**src/rtl/shrg_frame.sv**
```systemverilog
// -----------------------------------------------------------------------------
// shrg_frame -- parametrised framed shift register.
//
// Deserialises serial bits into a parallel word, serialises a loaded word, or
// does both at once. It supports bidirectional shift, rotate and parallel load.
// A shift counter marks frames of N shifts/rotates with a one-cycle
// frame_done pulse.
//
// Optional build macro:
//   SHRG_AUTOLATCH_EN -- when defined, the edge that completes a frame also
//                        copies the post-shift buffer into o. This overrides
//                        a simultaneous set and is suppressed by clr.
//
// Ports:
//   clk        in   clock, rising edge
//   reset      in   asynchronous active-low reset
//   data       in   serial input bit
//   i          in   [N-1:0] parallel load word
//   mode       in   [1:0] 00 hold, 01 shift, 10 load, 11 rotate
//   dir        in   0 shifts toward the MSB, 1 shifts toward the LSB
//   clr        in   synchronous clear of buffer and counter
//   set        in   copy the pre-edge buffer into o
//   o          out  [N-1:0] latched parallel output (registered)
//   so         out  serial output: buf[N-1] (dir=0) or buf[0] (dir=1)
//   cnt        out  [CW-1:0] shifts/rotates in the current frame, 0..N-1
//   frame_done out  one-cycle pulse after the N-th shift/rotate of a frame
// -----------------------------------------------------------------------------
module shrg_frame #(
  parameter int N  = 8,
  parameter int CW = $clog2(N)
) (
  input  logic          clk,
  input  logic          reset,
  input  logic          data,
  input  logic [N-1:0]  i,
  input  logic [1:0]    mode,
  input  logic          dir,
  input  logic          clr,
  input  logic          set,
  output logic [N-1:0]  o,
  output logic          so,
  output logic [CW-1:0] cnt,
  output logic          frame_done
);

  typedef enum logic [1:0] {
    MODE_HOLD  = 2'b00,
    MODE_SHIFT = 2'b01,
    MODE_LOAD  = 2'b10,
    MODE_ROT   = 2'b11
  } mode_e;

  mode_e         mode_s;
  logic [N-1:0]  buf_q, buf_d;
  logic [N-1:0]  o_q, o_d;
  logic [CW-1:0] cnt_q, cnt_d;
  logic          done_q, done_d;
  logic          fill_bit;

  assign mode_s = mode_e'(mode);

  // NOTE: every signal driven here gets a default first, so no path can leave
  // one unassigned and infer a latch.
  always_comb begin
    buf_d    = buf_q;
    cnt_d    = cnt_q;
    done_d   = 1'b0;
    o_d      = o_q;
    fill_bit = data;

    // set samples the pre-edge buffer regardless of mode or clr.
    if (set) o_d = buf_q;

    if (clr) begin
      buf_d = '0;
      cnt_d = '0;
    end else begin
      case (mode_s)
        MODE_HOLD: ;
        MODE_LOAD: begin
          buf_d = i;
          cnt_d = '0;
        end
        MODE_SHIFT, MODE_ROT: begin
          // Rotate feeds back the bit falling off the leading end.
          if (mode_s == MODE_ROT) fill_bit = dir ? buf_q[0] : buf_q[N-1];
          buf_d = dir ? {fill_bit, buf_q[N-1:1]} : {buf_q[N-2:0], fill_bit};
          if (cnt_q == CW'(N - 1)) begin
            cnt_d  = '0;
            done_d = 1'b1;
          end else begin
            cnt_d = cnt_q + CW'(1);
          end
        end
        default: ;
      endcase
    end

`ifdef SHRG_AUTOLATCH_EN
    // done_d is only raised when clr is low, so clr suppresses autolatch.
    if (done_d) o_d = buf_d;
`else
`endif
  end

  // NOTE: state registers use non-blocking assignments so every flop samples
  // the pre-edge values computed above.
  always_ff @(posedge clk or negedge reset) begin
    if (!reset) begin
      buf_q  <= '0;
      o_q    <= '0;
      cnt_q  <= '0;
      done_q <= 1'b0;
    end else begin
      buf_q  <= buf_d;
      o_q    <= o_d;
      cnt_q  <= cnt_d;
      done_q <= done_d;
    end
  end

  assign o          = o_q;
  assign cnt        = cnt_q;
  assign frame_done = done_q;
  assign so         = dir ? buf_q[0] : buf_q[N-1];

endmodule

```
**config.mk**
```make
export PLATFORM = sky130hd
export DESIGN_NAME = shrg_frame
export DESIGN_NICKNAME = d
export VERILOG_FILES = /design/src/rtl/shrg_frame.sv
export SDC_FILE = /design/constraint.sdc
export NUM_CORES = 1
export LEC_CHECK = 0
export CORE_UTILIZATION = 46
export DETAILED_ROUTE_END_ITERATION = 10
export HOLD_SLACK_MARGIN = 0.06
export PLACE_DENSITY = 0.77
export SLEW_MARGIN = 20
export SYNTH_ARGS = -nofsm -noshare
export SYNTH_HDL_FRONTEND = slang
export SYNTH_SLANG_ARGS = --single-unit
```
**constraint.sdc**
```tcl
create_clock -name clk -period 1.6 [get_ports clk]
set_clock_uncertainty 0.2 [all_clocks]
set_input_delay 0.32 -clock clk [delete_from_list [all_inputs] [get_ports clk]]
set_output_delay 0.32 -clock clk [all_outputs]
set_load 0.02 [all_outputs]
```
==> results of run 1 <==
critical path: stages (launching register included):
cell	delay, ns
dfrtp_1	0.40
mux2_4	0.27
buf_6	0.13
cells by family after synthesis:
logic type      Yosys count  share of synthesized area
fa+ha+maj                 2                     0.0243
mux                      16                      0.166
compound gates           20                      0.169
buf+inv                   7                     0.0352
simple gates             20                      0.119
flops                    20                      0.486
worst paths after layout:
path / end / slack [ns] / depth (start not counted)
setup / recovery: so / -0.01 / 2
hold / removal: buf_q[6] / 0.16 / 2
setup reg to reg: cnt[0] / 0.16 / 5
hold reg to reg: o[3] / 0.31 / 1
max in group asynchronous: buf_q[0] / 0.83 / 2
min in group clk: o[3] / 0.31 / 1
Yosys cell counts (all sizes together):
| master | number |
|---|---|
| nor3b | 2 |
| a21oi | 1 |
| and3 | 1 |
| mux2i | 7 |
| and2 | 1 |
| nor2 | 5 |
| mux2 | 9 |
| ha | 2 |
| a2bb2oi | 1 |
| clkinv | 1 |
| and2b | 2 |
| buf | 3 |
| a2111oi | 1 |
| o21ai | 1 |
| nand2 | 3 |
| dfrtp | 20 |
| clkbuf | 3 |
| o32ai | 1 |
| a211oi | 13 |
| nor2b | 5 |
| a22oi | 2 |
| nand2b | 1 |
cell type report:
class	instances	area share
clock buffers	4	0.0246
inverters	1	0.00254
multi-input cells	58	0.336
flip-flops and latches	20	0.339
well taps	27	0.0229
repair buffers	45	0.275
power groups by stage:
stage | Combinational, mW | Clock [mW] | Sequential [mW]
3_3_place_gp | 0.288 | 0 | 0.578
5_1_grt | 0.304 | 0.318 | 0.576
4_1_cts | 0.276 | 0.296 | 0.570
2_1_floorplan | 0.108 | 0 | 0.607
6_report | 0.281 | 0.291 | 0.569
3_5_place_dp | 0.295 | 0 | 0.580
flip-flops by register name, summed over array words and instances, names as in the netlist:
register    count
frame_done      1
cnt             3
o               8
buf_q           8
per-layer routing:
metal  GRT usage  vias to the layer above  wire (um)
met5           0                        -          0
met4      0.0686                        0         35
met3      0.0405                        6        116
met2       0.338                       29       1060
met1       0.280                      383        997
li1            -                      398          -
through the flow:
step | setup WS [ns] | hold WS [ns] | std cells
5_1_grt | -0.0525 | 0.165 | 155
4_1_cts | -0.0389 | 0.161 | 154
2_1_floorplan | 0.109 | -0.176 | 85
6_report | -0.0130 | 0.155 | 155
3_3_place_gp | -0.636 | 0.289 | 150
3_5_place_dp | -0.641 | 0.295 | 150
what timing repair did:
action / CTS / global route
setup endpoints to repair: 13 / 2
gates resized for setup: 17 / 4
setup buffers: 0 / 1
cells in the final DEF, fill, tap and decap left out, drive strengths merged, types with 2 or more instances in the layout:
| cell | Yosys | layout |
|---|---|---|
| a211oi | 13 | 13 |
| a22oi | 2 | 2 |
| and2b | 2 | 2 |
| buf | 3 | 18 |
| clkbuf | 3 | 4 |
| clkdlybuf4s50 | 0 | 14 |
| dfrtp | 20 | 20 |
| dlygate4sd2 | 0 | 12 |
| ha | 2 | 2 |
| mux2 | 9 | 9 |
| mux2i | 7 | 7 |
| nand2 | 3 | 3 |
| nor2 | 5 | 5 |
| nor2b | 5 | 5 |
| nor3b | 2 | 2 |
==> impl_metrics.tcl, run 1 <==
set metrics [dict create \
    diodes 0 \
    setup_tns_ns -0.0130 \
    utilization 0.724 \
    ant_nets 0 \
    comb_power_share 0.246 \
    grt_pass1_wl_mm 3.85 \
    die_y_um 49.3 \
    place_congestion 0.779 \
    cts_sinks 20 \
    clkLatencyLatePin_ns 0.29 \
    drive_gt1_frac 0.289 \
    ys_warn_count 0 \
    io_pins 29 \
    design_area_sq_mm 0.00148 \
    drc_errors 0 \
    grt_pass1_vias 848 \
    portBuffers 28 \
    synth_area_sq_mm 0.00103 \
    p_leak_nw 0.718 \
    critPathKind "flop to output port" \
    synth_cell_types 24 \
    clock-root-buffer "clkbuf_4" \
    via_per_inst 5.26 \
    clk_pin_slew_ns 0.12 \
    regArea_sq_um 500 \
    hold_violations 0 \
    p_total_mw 1.14 \
    cp-startpoint "buf_q[7]" \
    synthCells 85 \
    synth.avg_cell_area_sq_um 12.1 \
    row_count 16 \
    synth_seq_cells 20 \
    ctsHoldBuffers 0 \
    synth.area.top_cells "dfrtp_1 (49%), mux2_2 (9.8%), a211oi_1 (9.5%), mux2i_1 (6.8%), nor2b_1 (3.0%)" \
    hold_path_class "input port to async pin" \
    dieArea_sq_mm 0.00243 \
    p_int_uw 832 \
    required_ns 1.08 \
    synth_top_cell_by_area "dfrtp_1" \
    slew-limit-headroom 0.823 \
    fp.dieW_um 49.3 \
    cts_tree "built" \
    fin_nets 147 \
    rsz0062_at_grt "true" \
    setup_slack_ns -0.0130 \
    place_area_sq_mm 0.00144 \
    initial_core_util 0.504 \
    synthToLayoutAreaGrowth_pct 43.5 \
    clockPowerShare 0.255 \
    fin_crit_ns 1.61 \
    grt_overflow 0 \
    seq_area_frac_synth 0.486 \
    grt_use_total 0.209 \
    antenna_found_initial 0 \
    power.density_mw_per_mm2 773 \
    cp.arrival_ns 1.09 \
    worst_r2r_startpoint "cnt[0]" \
    cp_max_fo 2 \
    ir_worst_vdd_v 0.000558 \
    cp-end-kind "output port" \
    clock_path_buffers 2 \
    setup_viol 1 \
    avgRoutedWirePerCell_um 14.2 \
    numCtsBuffers 3 \
    swShare 0.271 \
    dp_hpwl_mm 1.66 \
    h-tree-depth 1 \
    slew_violations 0 \
    period_share 1.01 \
    violations "setup timing" \
    drtIter0Drc 11 \
    vias 816 \
    yosysTopAreaCellShare 0.486 \
    core-area_sq_mm 0.00204 \
    synth_nets 103 \
    power_frac_seq 0.499 \
    p_switching_uw 310 \
    fmax_mhz 620 \
    grt_start_max_net_pins 21 \
    drv_cap 0 \
    status "finished with violations" \
    multiInputGateArea_sq_um 497 \
    drt_wl_total_mm 2.21 \
    worst_pin_slew_ns 0.264 \
    final.fill_count 166 \
    crit_path_start_kind "flop" \
    first_pass_iters 4 \
]
Note: power is estimated with default switching activity, not from simulation.
==> run 2, diff against run 1 <==
--- a/config.mk
+++ b/config.mk
@@ -6,6 +6,7 @@
 export NUM_CORES = 1
 export LEC_CHECK = 0
 export CORE_UTILIZATION = 46
+export CTS_CLUSTER_DIAMETER = 60
 export DETAILED_ROUTE_END_ITERATION = 10
 export HOLD_SLACK_MARGIN = 0.06
 export PLACE_DENSITY = 0.77
==> results of run 2 <==
Final layout, timing and power as in run 1 (identical DEF).
